### config.mk
export PLATFORM = sky130hd
export DESIGN_NAME = fetch_stage
export DESIGN_NICKNAME = d
export VERILOG_FILES = /design/src/rtl/fetch_pkg.sv /design/src/rtl/fetch_stage_if_id_reg.sv /design/src/rtl/fetch_stage.sv
export SDC_FILE = /design/constraint.sdc
export NUM_CORES = 1
export LEC_CHECK = 0
export ABC_AREA = 1
export BUFFER_PORTS_ARGS = -buffer_cell sky130_fd_sc_hd__buf_4
export CORE_UTILIZATION = 50
export CTS_BUF_LIST = sky130_fd_sc_hd__clkbuf_2
export DETAILED_ROUTE_END_ITERATION = 10
export PLACE_DENSITY = 0.78
export SETUP_SLACK_MARGIN = 0.2
export SYNTH_ARGS = -nofsm -noshare
export SYNTH_HDL_FRONTEND = slang
export SYNTH_SLANG_ARGS = --single-unit
export TNS_END_PERCENT = 1
### constraint.sdc
create_clock -name clk -period 2.3 [get_ports clk]
set_input_delay 0.46 -clock clk [delete_from_list [all_inputs] [get_ports clk]]
set_output_delay 0.46 -clock clk [all_outputs]
set_load 0.01 [all_outputs]
### src/rtl/fetch_pkg.sv
// Shared types and constants for the instruction-fetch stage: FSM encoding,
// bubble word and default reset PC / halt word.
package fetch_pkg;

  typedef enum logic [1:0] {
    BOOT   = 2'd0,
    RUN    = 2'd1,
    HALTED = 2'd2
  } fetch_state_t;

  localparam logic [31:0] NOP_WORD          = 32'h0000_0000;
  localparam logic [31:0] DEFAULT_HALT_WORD = 32'hFFFF_FFFF;
  localparam logic [31:0] DEFAULT_RESET_PC  = 32'h0000_0000;

endpackage

### src/rtl/fetch_stage_if_id_reg.sv
// IF/ID pipeline register: flush beats stall beats load; reset and flush
// both leave a bubble (instr 0, pc_plus4 0, valid 0).
module if_id_reg
  import fetch_pkg::*;
(
  input  logic        clk,
  input  logic        i_srst,
  input  logic        i_flush,
  input  logic        i_stall,
  input  logic [31:0] i_instr,
  input  logic [31:0] i_pc_plus4,
  input  logic        i_valid,
  output logic [31:0] o_instr,
  output logic [31:0] o_pc_plus4,
  output logic        o_valid
);

  logic [31:0] r_instr;
  logic [31:0] r_pc_plus4;
  logic        r_valid;

  always_ff @(posedge clk) begin
    if (i_srst || i_flush) begin
      r_instr    <= NOP_WORD;
      r_pc_plus4 <= 32'h0;
      r_valid    <= 1'b0;
    end else if (!i_stall) begin
      r_instr    <= i_instr;
      r_pc_plus4 <= i_pc_plus4;
      r_valid    <= i_valid;
    end
  end

  assign o_instr    = r_instr;
  assign o_pc_plus4 = r_pc_plus4;
  assign o_valid    = r_valid;

endmodule

### src/rtl/fetch_stage.sv
// Instruction-fetch stage: PC register, next-PC mux, BOOT/RUN/HALTED FSM and
// the IF/ID register. Define FETCH_JUMP_EN to add the J-type jump redirect.
module fetch_stage
  import fetch_pkg::*;
#(
  parameter logic [31:0] RESET_PC  = DEFAULT_RESET_PC,
  parameter logic [31:0] HALT_WORD = DEFAULT_HALT_WORD
) (
  input  logic        clk,
  input  logic        reset,
  input  logic        stall,
  input  logic        flush,
  input  logic        branch_taken,
  input  logic [31:0] branch_base,
  input  logic [31:0] branch_offset,
`ifdef FETCH_JUMP_EN
  input  logic        jump,
  input  logic [25:0] jump_index,
`endif
  output logic [31:0] imem_addr,
  input  logic [31:0] imem_data,
  output logic [31:0] ifid_instr,
  output logic [31:0] ifid_pc_plus4,
  output logic        ifid_valid,
  output logic        halted
);

  fetch_state_t r_state;
  fetch_state_t w_state_next;

  logic [31:0] r_pc;
  logic [31:0] w_pc_next;
  logic [31:0] w_pc_plus4;
  logic [31:0] w_branch_target;
  logic        w_redirect;
  logic        w_halt_fetch;

  logic        w_ifid_flush;
  logic        w_ifid_stall;
  logic [31:0] w_ifid_instr;
  logic [31:0] w_ifid_pc_plus4;
  logic        w_ifid_valid;
  logic        w_halted;

  assign w_pc_plus4      = r_pc + 32'd4;
  assign w_branch_target = branch_base + branch_offset;

`ifdef FETCH_JUMP_EN
  logic [31:0] w_jump_target;
  assign w_jump_target = {w_pc_plus4[31:28], jump_index, 2'b00};
  assign w_redirect    = branch_taken | jump;
`else
  assign w_redirect    = branch_taken;
`endif

  // HALT only counts when it actually lands in IF/ID during RUN.
  assign w_halt_fetch = (r_state == RUN) && !flush && !stall &&
                        (imem_data == HALT_WORD);

  always_ff @(posedge clk) begin
    if (reset) begin
      r_state <= BOOT;
    end else begin
      r_state <= w_state_next;
    end
  end

  // A redirect alongside a HALT fetch means the HALT was wrong-path: stay in RUN.
  always_comb begin
    w_state_next = r_state;
    case (r_state)
      BOOT:    w_state_next = RUN;
      RUN:     if (w_halt_fetch && !w_redirect) w_state_next = HALTED;
      HALTED:  if (w_redirect) w_state_next = RUN;
      default: w_state_next = BOOT;
    endcase
  end

  always_comb begin
    w_halted        = 1'b0;
    w_ifid_flush    = flush;
    w_ifid_stall    = stall;
    w_ifid_instr    = imem_data;
    w_ifid_pc_plus4 = w_pc_plus4;
    w_ifid_valid    = 1'b1;
    case (r_state)
      RUN: ;
      HALTED: begin
        w_halted        = 1'b1;
        w_ifid_instr    = NOP_WORD;
        w_ifid_pc_plus4 = 32'h0;
        w_ifid_valid    = 1'b0;
      end
      default: w_ifid_flush = 1'b1;
    endcase
  end

  // Redirects win over stall; BOOT always holds the PC.
  always_comb begin
    w_pc_next = r_pc;
    if (r_state == RUN || r_state == HALTED) begin
      if (branch_taken) begin
        w_pc_next = w_branch_target;
      end
`ifdef FETCH_JUMP_EN
      else if (jump) begin
        w_pc_next = w_jump_target;
      end
`endif
      else if (r_state == RUN && !stall && !w_halt_fetch) begin
        w_pc_next = w_pc_plus4;
      end
    end
  end

  always_ff @(posedge clk) begin
    if (reset) begin
      r_pc <= RESET_PC;
    end else begin
      r_pc <= w_pc_next;
    end
  end

  if_id_reg u_if_id_reg (
    .clk        (clk),
    .i_srst     (reset),
    .i_flush    (w_ifid_flush),
    .i_stall    (w_ifid_stall),
    .i_instr    (w_ifid_instr),
    .i_pc_plus4 (w_ifid_pc_plus4),
    .i_valid    (w_ifid_valid),
    .o_instr    (ifid_instr),
    .o_pc_plus4 (ifid_pc_plus4),
    .o_valid    (ifid_valid)
  );

  assign imem_addr = r_pc;
  assign halted    = w_halted;

endmodule
==> run_results.csv, run 1 <==
group,metric,value,unit
status,status,"finished clean",
logic_synthesis,synthTopCellsByCount,"nand2_1, inv_1, a21oi_1",
floorplanning,die_h,122,um
logic_synthesis,yosys.area_share.adder,0.0657,
cells_and_area,area_delta_synth_final,29.4,%
power,internal_power,0.00347,W
logic_synthesis,synth_xor_area_frac,0.0342,
logic_synthesis,synthTopCellsByArea,"dfxtp_1, nand2_1, inv_1, a21oi_1, ha_1",
clock_tree,cts_buffer_depth,2,
logic_synthesis,synth-compound-area-share,0.131,
power,swShare,0.451,
logic_synthesis,synth_top_area_cell,"dfxtp_1",
min_path,holdCritPathClass,"in2reg",
cells_and_area,nNetsFinal,1561,
logic_synthesis,ys_async_sr_fraction,0,
global_routing,grt_max_degree,67,
setup_path,cp_top_family,"compound AO/OA/AOI/OAI gates",
logic_synthesis,muxShareOfSynthArea,0,
setup_path,critPathLaunchType,"flip-flop",
global_routing,gr-total-overflow,0,
setup_path,slowest_delay,430,ps
cells_and_area,regArea,1980,um2
cells_and_area,multi_input_area,4320,um2
drt,num_vias,8210,
timing,final_max_slew_viol_count,0,
drt,routedWlPerCell,14.2,um
place,globalplace.congestion,0.931,
power,p_leak,4.69,nW
logic_synthesis,synth_top_area_frac,0.277,
logic_synthesis,synth_fp_nets,1343,
setup_path,path_buf_inv,3,
power,pwr-share-comb,0.494,
clock_tree,numCtsBuffers,9,
drt,first_pass_iters,7,
power,switching_power,0.00285,W
logic_synthesis,synth-main-ff-cell,"dfxtp_1",
drt,drt_iter0_drc,586,
setup_path,crit_chain,"inv_1 > ha_1 > a21boi_1 > nand2_2 > buf_4 > buf_12 > a21oi_1 > nand2_1 > a21oi_1",
setup_path,worstPathArrival,2570,ps
setup_path,end_kind,"flip-flop",
clock_tree,clk_pin_slew_worst_paths,310,ps
floorplanning,coreArea,13900,um2
setup_path,crit_fanout,17,
drt,drtAntennaViolNets,0,
clock_tree,htree_levels,3,
floorplanning,initial_core_util,0.514,
setup_path,crit_top_cell,"a21oi_1",
logic_synthesis,synth_edf_count,0,
power,power_frac_seq,0.377,
timing,tightest_slew,676,ps
clock_tree,cts_tree,"built",
floorplanning,fp.dieW,122,um
power,clockPowerShare,0.129,
logic_synthesis,synth_top_family_by_area,"simple AND/OR/NAND/NOR gates",
setup_path,critical_path_required,2900,ps
logic_synthesis,synth-seq-area-share,0.277,
logic_synthesis,synth_seq_cells,99,
drt,wirelength,22800,um
logic_synthesis,avgSynthCellArea,5.95,um2
logic_synthesis,synth.distinct_cells,39,
clock_tree,cts_root_buf,"clkbuf_2",
global_routing,antenna_found_initial,1,
drt,drcViolationCount,0,
clock_tree,cts.sinks,99,
flow_run,maxCapViolations,0,
drt,routed_via_density,5.10,
cells_and_area,final_util,0.666,
logic_synthesis,postSynthCellCount,1205,
timing,fin_hold_ws,61.9,ps
logic_synthesis,netlist_area,7170,um2
global_routing,grt_pass1_wl,34000,um
timing,hold_viol_final,0,
logic_synthesis,synth-simple-area-share,0.369,
timing,rsz0062_at_grt,"true",
timing,fin_crit,1970,ps
global_routing,grt_pass1_vias,7053,
timing,fin_crit_sh,0.857,
logic_synthesis,yosysMostFrequentCell,"nand2_1",
floorplanning,rows,43,
logic_synthesis,yosysWarnings,0,
timing,setup_viol,0,
setup_path,crit_slowest_cell,"dfxtp_2",
place,io_buffers,198,
floorplanning,io_pins,199,
place,dp_hpwl,17500,um
timing,worst_slew_margin_rel,0.549,
power,p_per_area,682,nW/um2
timing,fin_skew,38.5,ps
timing,timing.fmax,507,MHz
global_routing,grtUsageTotal,0.294,
power,peakVddDrop,387,uV
setup_path,crit_type,"reg2reg",
cells_and_area,drive_gt1_frac,0.188,
clock_tree,clk-insertion-delay-late,640,ps
cells_and_area,fill_cells,1346,
floorplanning,die_area,14800,um2
[cell families (layout without fill, tap and decap cells)]
group,after synthesis,count (layout)
AND/OR/NAND/NOR,642,642
AO/OA/AOI/OAI,178,178
buffers and inverters,221,444
flip-flops,99,99
XOR/XNOR,28,28
other,0,1
adder cells (fa/ha/maj),37,37
[routing by layer]
layer / global-route usage / part of all wire / wire length [um] / up-vias
li1: - / - / - / 4195
met1: 0.365 / 0.42 / 9530 / 3654
met2: 0.508 / 0.47 / 10800 / 327
met3: 0.0707 / 0.088 / 2020 / 34
met4: 0.0787 / 0.019 / 429 / 0
met5: 0 / 0 / 0 / -
[final cells by class]
| class | count | area share |
|---|---|---|
| Tap cell | 180 | 0.0243 |
| Inverter | 184 | 0.0749 |
| Sequential cell | 99 | 0.214 |
| Clock inverter | 7 | 0.00688 |
| Multi-Input combinational cell | 885 | 0.466 |
| Clock buffer | 9 | 0.00486 |
| Timing Repair Buffer | 244 | 0.209 |
| Antenna cell | 1 | 0.000270 |
[flip-flops by register name (all words and copies together) (netlist names)]
| name | flops |
|---|---|
| imem_addr | 32 |
| u_if_id_reg.o_instr | 32 |
| u_if_id_reg.o_pc_plus4 | 32 |
| r_state | 2 |
| u_if_id_reg.o_valid | 1 |
[worst min-delay path: cells and delay by family]
family                 cells  cell delay (ps)
AOI/OAI and AO/OA          1               50
buffers and inverters      1              110
and+or+nand+nor            1               50
[power groups by stage]
stage | clock (W) | combinational (W) | sequential (W)
2_1_floorplan | 0 | 0.00172 | 0.00243
3_3_place_gp | 0 | 0.00284 | 0.00239
3_5_place_dp | 0 | 0.00289 | 0.00240
4_1_cts | 0.000837 | 0.00290 | 0.00236
5_1_grt | 0.000914 | 0.00345 | 0.00242
6_report | 0.000816 | 0.00312 | 0.00238
[cell usage in the layout, fill, tap and decap left out, types with 2 or more instances in the layout]
master         Yosys  final
nand2_1          454    453
buf_4              2    215
inv_1            181    180
a21oi_1          135    135
dfxtp_1           99     97
nor2_1            74     73
nand3_1           70     69
ha_1              36     35
o21ai_0           26     26
dlygate4sd3_1      0     25
xor2_1            19     19
nand4_1           14     14
nor3_1            10      9
xnor2_1            9      9
clkbuf_2           0      9
nor2_2             5      5
nor3_2             4      5
o21bai_1           4      4
nor2_4             3      4
nand2_2            2      3
a21oi_2            3      3
clkinvlp_4         0      3
inv_2              3      3
o21ai_1            2      2
a211oi_1           2      2
nand3_2            1      2
buf_12             0      2
dfxtp_2            0      2
[final timing paths]
path                           start                      end  slack (ps)  cells past startpoint
max                       r_state[0]            imem_addr[24]         330                      9
min                    imem_data[16]  u_if_id_reg.o_instr[16]          60                      3
max reg2reg               r_state[0]            imem_addr[24]         330                      9
min reg2reg  u_if_id_reg.o_instr[14]  u_if_id_reg.o_instr[14]         480                      2
[through the flow]
| stage | total power, W | area (um2) | worst slack, ps | std cells | TNS (ps) |
|---|---|---|---|---|---|
| 3_3_place_gp | 0.00523 | 8830 | -1.39 | 1561 | -1.39 |
| 6_report | 0.00632 | 9280 | 329 | 1609 | 0 |
| 5_1_grt | 0.00679 | 9280 | 175 | 1609 | 0 |
| 2_1_floorplan | 0.00416 | 7170 | 300 | 1205 | 0 |
| 3_5_place_dp | 0.00528 | 8830 | -43.7 | 1561 | -43.7 |
| 4_1_cts | 0.00610 | 8990 | 234 | 1582 | 0 |
[repair_timing]
item,4_1_cts,5_1_grt
pin swaps,0,2
endpoints found under the setup margin,1,13
resized for setup,1,6
hold buffers,5,20
gates cloned,0,1
setup buffers,0,5
endpoints found under the hold margin,5,20
Power figures use the tool's default switching activity.
==> run 2: changes to the inputs <==
==> constraint.sdc (replaced) <==
create_clock -name clk -period 2.3 [get_ports clk]
set_input_delay 0.46 -clock clk [delete_from_list [all_inputs] [get_ports clk]]
set_output_delay 0.46 -clock clk [all_outputs]
set_load 0.005 [all_outputs]
==> run 2 against run 1 <==
Net effect: clock power is 0.5% higher; wire length is 1.1% lower; clock skew up 3.6 ps; sequential share of layout area rose by 0.069 points; combinational power decreased by 6%; critical path type unchanged.
==> run_results.csv, run 2 (synthesized netlist as in run 1, its figures left out) <==
group,metric,value,unit
floorplanning,die_area,14800,um2
cells_and_area,nNetsFinal,1560,
setup_path,cp_top_family,"compound AO/OA/AOI/OAI gates",
cells_and_area,area_delta_synth_final,29.0,%
power,pwr-share-comb,0.479,
setup_path,ff2ff_path_depth,9,
setup_path,critical_path_required,2890,ps
drt,first_pass_iters,5,
timing,worst_slack,257,ps
status,status,"finished clean",
setup_path,crit_cells,9,
power,p_leak,4.68,nW
setup_path,path_buf_inv,3,
global_routing,grtUsageTotal,0.294,
cells_and_area,fill_cells,1347,
setup_path,startpoint,"r_state[0]",
timing,worst_slew_margin_rel,0.552,
global_routing,antenna_found_initial,1,
drt,wirelength,22600,um
drt,num_vias,8169,
setup_path,crit_fanout,33,
floorplanning,io_pins,199,
timing,fin_skew,42.1,ps
setup_path,r2r_end,"imem_addr[24]",
min_path,holdCritPathClass,"in2reg",
drt,routedWlPerCell,14.0,um
drt,drtAntennaViolNets,0,
clock_tree,cts_tree,"built",
power,power,0.00614,W
cells_and_area,final_common_cell,"nand2_1",
global_routing,grt_max_degree,67,
drt,drcViolationCount,0,
place,io_buffers,198,
setup_path,crit_type,"reg2reg",
floorplanning,coreArea,13900,um2
place,globalplace.congestion,0.931,
flow_run,maxCapViolations,0,
setup_path,rr_startpoint,"r_state[0]",
drt,drt_iter0_drc,624,
power,power_frac_seq,0.388,
timing,fin_crit,2040,ps
setup_path,end_kind,"flip-flop",
setup_path,crit_top_cell,"a21oi_1",
timing,rsz0062_at_grt,"true",
power,clockPowerShare,0.134,
floorplanning,fp.dieW,122,um
setup_path,endpoint,"imem_addr[24]",
timing,setup_viol,0,
clock_tree,clk-insertion-delay-late,640,ps
setup_path,critPathLaunchType,"flip-flop",
floorplanning,die_h,122,um
setup_path,worstPathArrival,2630,ps
timing,hold_viol_final,0,
drt,routed_via_density,5.08,
global_routing,grt_pass1_vias,7053,
setup_path,rrSetupSlack,260,ps
global_routing,grt_pass1_wl,34000,um
power,switching_power,0.00272,W
clock_tree,cts_root_buf,"clkbuf_2",
place,place_ws,-43.7,ps
timing,timing.fmax,489,MHz
timing,tightest_slew,673,ps
global_routing,gr-total-overflow,0,
floorplanning,initial_core_util,0.514,
cells_and_area,drive_gt1_frac,0.186,
setup_path,slowest_delay,430,ps
power,p_per_area,664,nW/um2
clock_tree,numCtsBuffers,9,
timing,fin_crit_sh,0.888,
setup_path,crit_chain,"inv_1 > ha_1 > a21boi_0 > nand2_2 > buf_4 > buf_12 > a21oi_1 > nand2_1 > a21oi_1",
clock_tree,htree_levels,3,
power,peakVddDrop,349,uV
clock_tree,cts.sinks,99,
floorplanning,rows,43,
clock_tree,clk_pin_slew_worst_paths,310,ps
power,internal_power,0.00342,W
power,swShare,0.443,
cells_and_area,final_cell_mix,"nand2_1, buf_4, inv_1",
setup_path,crit_slowest_cell,"dfxtp_2",
place,dp_hpwl,17500,um
clock_tree,cts_buffer_depth,2,
timing,final_max_slew_viol_count,0,
[run 2: worst min-delay path by stage]
stage | startpoint | end | cells past startpoint
5_1_grt | imem_data[10] | u_if_id_reg.o_instr[10] | 3
3_5_place_dp | u_if_id_reg.o_instr[9] | u_if_id_reg.o_instr[9] | 2
3_3_place_gp | u_if_id_reg.o_instr[18] | u_if_id_reg.o_instr[18] | 2
2_1_floorplan | u_if_id_reg.o_instr[18] | u_if_id_reg.o_instr[18] | 2
4_1_cts | imem_data[25] | u_if_id_reg.o_instr[25] | 3
6_report | imem_data[16] | u_if_id_reg.o_instr[16] | 3
[run 2: timing repair]
| action | CTS | global route |
|---|---|---|
| resized for setup | 1 | 4 |
| buffers inserted | 0 | 5 |
| hold buffers | 5 | 20 |
| pin swaps | 0 | 2 |
| setup endpoints to repair | 1 | 13 |
| hold endpoints to repair | 5 | 20 |
| cloned | 0 | 0 |
[run 2: per-layer routing]
layer  GRT usage  wire length (um)
met1       0.365              9370
met2       0.508             10800
met3      0.0707              1930
met4      0.0787               431
met5           0                 0
[run 2: final cells by class]
class,instances,area (um2),area share
antenna,1,2.50,0.000271
clock buffer,9,45.0,0.00487
clock inverter,7,63.8,0.00690
inverter,184,694,0.0751
multi-input combinational,885,4320,0.467
sequential,99,1980,0.215
tap,180,225,0.0244
timing repair buffer,243,1910,0.207
[run 2: worst min-delay path, delay by kind of cell]
family | cells | cell delay [ps]
buffers and inverters | 1 | 110
and+or+nand+nor | 1 | 50
AOI/OAI and AO/OA | 1 | 50
[run 2: metrics by stage]
step	area (um2)	std cells	TNS [ps]	utilization	hold slack [ps]
floorplan	7170	1205	0	-	453
global placement	8830	1561	-1.39	0.634	451
detailed placement	8830	1561	-43.7	0.634	456
CTS	8990	1582	0	0.646	0.126
global route	9250	1608	0	0.663	7.06
finish	9250	1608	0	0.663	66.4
[run 2: power by group through the flow]
stage,Sequential [W],Clock (W),Combinational (W)
floorplan,0.00233,0,0.00172
global placement,0.00239,0,0.00273
detailed placement,0.00240,0,0.00278
CTS,0.00236,0.000837,0.00279
global route,0.00242,0.000914,0.00327
finish,0.00238,0.000820,0.00294
==> run 3: changes to the inputs <==
--- a/config.mk
+++ b/config.mk
@@ -11,6 +11,7 @@
 export CTS_BUF_LIST = sky130_fd_sc_hd__clkbuf_2
 export DETAILED_ROUTE_END_ITERATION = 10
 export PLACE_DENSITY = 0.78
+export REMOVE_ABC_BUFFERS = 1
 export SETUP_SLACK_MARGIN = 0.2
 export SYNTH_ARGS = -nofsm -noshare
 export SYNTH_HDL_FRONTEND = slang
==> run 3 against run 2 <==
Net effect: die area did not move; global-route usage is 1.3 points higher; combinational power down 2%; sequential cell count is the same; utilization is 1.2 points lower; power grew 0.47%; worst hold slack got worse by 17 ps; sequential share of layout area is 0.39 points higher.
==> run_results.csv, run 3 (synthesized netlist as in run 1, its figures left out) <==
group,metric,value,unit
status,status,"finished clean",
clock_tree,cts_buffer_depth,2,
drt,drcViolationCount,0,
global_routing,grt_pass1_vias,7074,
power,peakVddDrop,437,uV
setup_path,crit_fanout,4,
clock_tree,numCtsBuffers,9,
cells_and_area,final_cell_mix,"nand2_1, buf_4, inv_1",
cells_and_area,n_antenna_cell,0,
floorplanning,initial_core_util,0.514,
timing,worst_slew_margin_rel,0.543,
drt,routed_via_density,5.14,
clock_tree,htree_levels,3,
cells_and_area,final_common_cell,"nand2_1",
timing,fin_crit,2020,ps
place,place_area,8940,um2
setup_path,critPathLaunchType,"flip-flop",
timing,fin_skew,35.5,ps
timing,final_max_slew_viol_count,0,
cells_and_area,drive_gt1_frac,0.192,
floorplanning,die_area,14800,um2
global_routing,grt_max_degree,66,
global_routing,grtUsageTotal,0.308,
setup_path,r2r_end,"imem_addr[18]",
setup_path,worstPathArrival,1560,ps
setup_path,cp_top_family,"flip-flops",
cells_and_area,final_util,0.651,
floorplanning,rows,43,
setup_path,crit_type,"reg2out",
drt,num_vias,8174,
flow_run,maxCapViolations,0,
place,place_ws,-40.9,ps
setup_path,critical_path_required,1840,ps
min_path,min_to,"u_if_id_reg.o_instr[2]",
clock_tree,clk-insertion-delay-late,630,ps
setup_path,rr_startpoint,"imem_addr[3]",
floorplanning,coreArea,13900,um2
global_routing,grt_pass1_wl,35500,um
timing,setup_viol,0,
drt,wirelength,22600,um
timing,rsz0062_at_grt,"true",
min_path,holdCritPathClass,"in2reg",
timing,tns,0,ps
setup_path,path_buf_inv,2,
setup_path,slowest_delay,440,ps
drt,first_pass_iters,6,
setup_path,end_kind,"primary output",
floorplanning,fp.dieW,122,um
setup_path,rrSetupSlack,350,ps
drt,drtAntennaViolNets,0,
min_path,holdCritStartpoint,"imem_data[2]",
cells_and_area,nNetsFinal,1543,
clock_tree,clk_pin_slew_worst_paths,300,ps
setup_path,ff2ff_path_depth,9,
timing,fin_hold_ws,49.0,ps
power,p_per_area,679,nW/um2
clock_tree,cts_root_buf,"clkbuf_2",
place,dp_hpwl,18200,um
timing,worst_slack,283,ps
clock_tree,cts_tree,"built",
drt,drt_iter0_drc,582,
timing,timing.fmax,496,MHz
cells_and_area,area_delta_synth_final,26.6,%
global_routing,gr-total-overflow,0,
timing,tightest_slew,685,ps
floorplanning,die_h,122,um
power,p_leak,4.64,nW
timing,hold_viol_final,0,
place,io_buffers,198,
drt,routedWlPerCell,14.2,um
global_routing,antenna_found_initial,0,
floorplanning,io_pins,199,
timing,fin_crit_sh,0.877,
clock_tree,cts.sinks,99,
setup_path,crit_chain,"inv_1 > ha_1 > buf_4",
cells_and_area,stdcell_area,9070,um2
min_path,min_delay_path_depth,3,
setup_path,crit_slowest_cell,"dfxtp_1",
place,globalplace.congestion,0.985,
==> run 3: cell count changes in the layout (fill, tap and decap cells not counted), sizes merged <==
cell / change
inv: -1
dlygate4sd3: -25
diode: -1
bufinv: +1
buf: +9
clkinv: -1
==> run 3: cell type report <==
cell class / count / area [um2]
timing repair buffer: 226 / 1730
clock inverter: 6 / 77.6
tap: 180 / 225
clock buffer: 10 / 50.0
multi-input combinational: 885 / 4310
sequential: 99 / 1980
fill: 1376 / 4860
inverter: 184 / 691
==> run 3: what timing repair did <==
action	CTS	global route
hold buffers	0	0
setup buffers	0	0
resized for setup	0	1
endpoints found under the setup margin	0	3
==> run 3: worst max path at each step <==
stage	slack, ps	end	cells past startpoint	from
global placement	-20	imem_addr[12]	11	branch_base[11]
global route	190	halted	3	r_state[0]
floorplan	-760	u_if_id_reg.o_pc_plus4[23]	5	r_state[0]
detailed placement	-40	imem_addr[12]	11	branch_base[11]
finish	280	halted	3	r_state[0]
CTS	230	halted	3	r_state[0]
==> run 3: report_power, final <==
part | internal [W] | switching (W) | total (W)
sequential | 0.00200 | 0.000372 | 0.00238
combinational | 0.00120 | 0.00167 | 0.00287
clock | 0.000264 | 0.000658 | 0.000923
total | 0.00347 | 0.00270 | 0.00617
==> run 3: layer usage <==
layer | up-vias | GRT usage | routed length, um
li1 | 4179 | - | -
met1 | 3657 | 0.410 | 9990
met2 | 312 | 0.505 | 10300
met3 | 26 | 0.0548 | 1950
met4 | 0 | 0.0903 | 412
met5 | - | 0 | 0
==> run 3: worst reg2reg max path, stage by stage, from the launching register on <==
cell	delay [ps]
dfxtp_2	430
ha_1	250
nand3_4	170
inv_1	150
nand2_1	140
nor2_1	170
xor2_1	300
a21oi_1	120
nand2_1	80
a21oi_1	60
==> run 3: through the flow <==
stage          power, W  std cells
5_1_grt         0.00660       1590
6_report        0.00617       1590
3_3_place_gp    0.00520       1574
3_5_place_dp    0.00524       1574
2_1_floorplan   0.00389       1168
4_1_cts         0.00615       1590
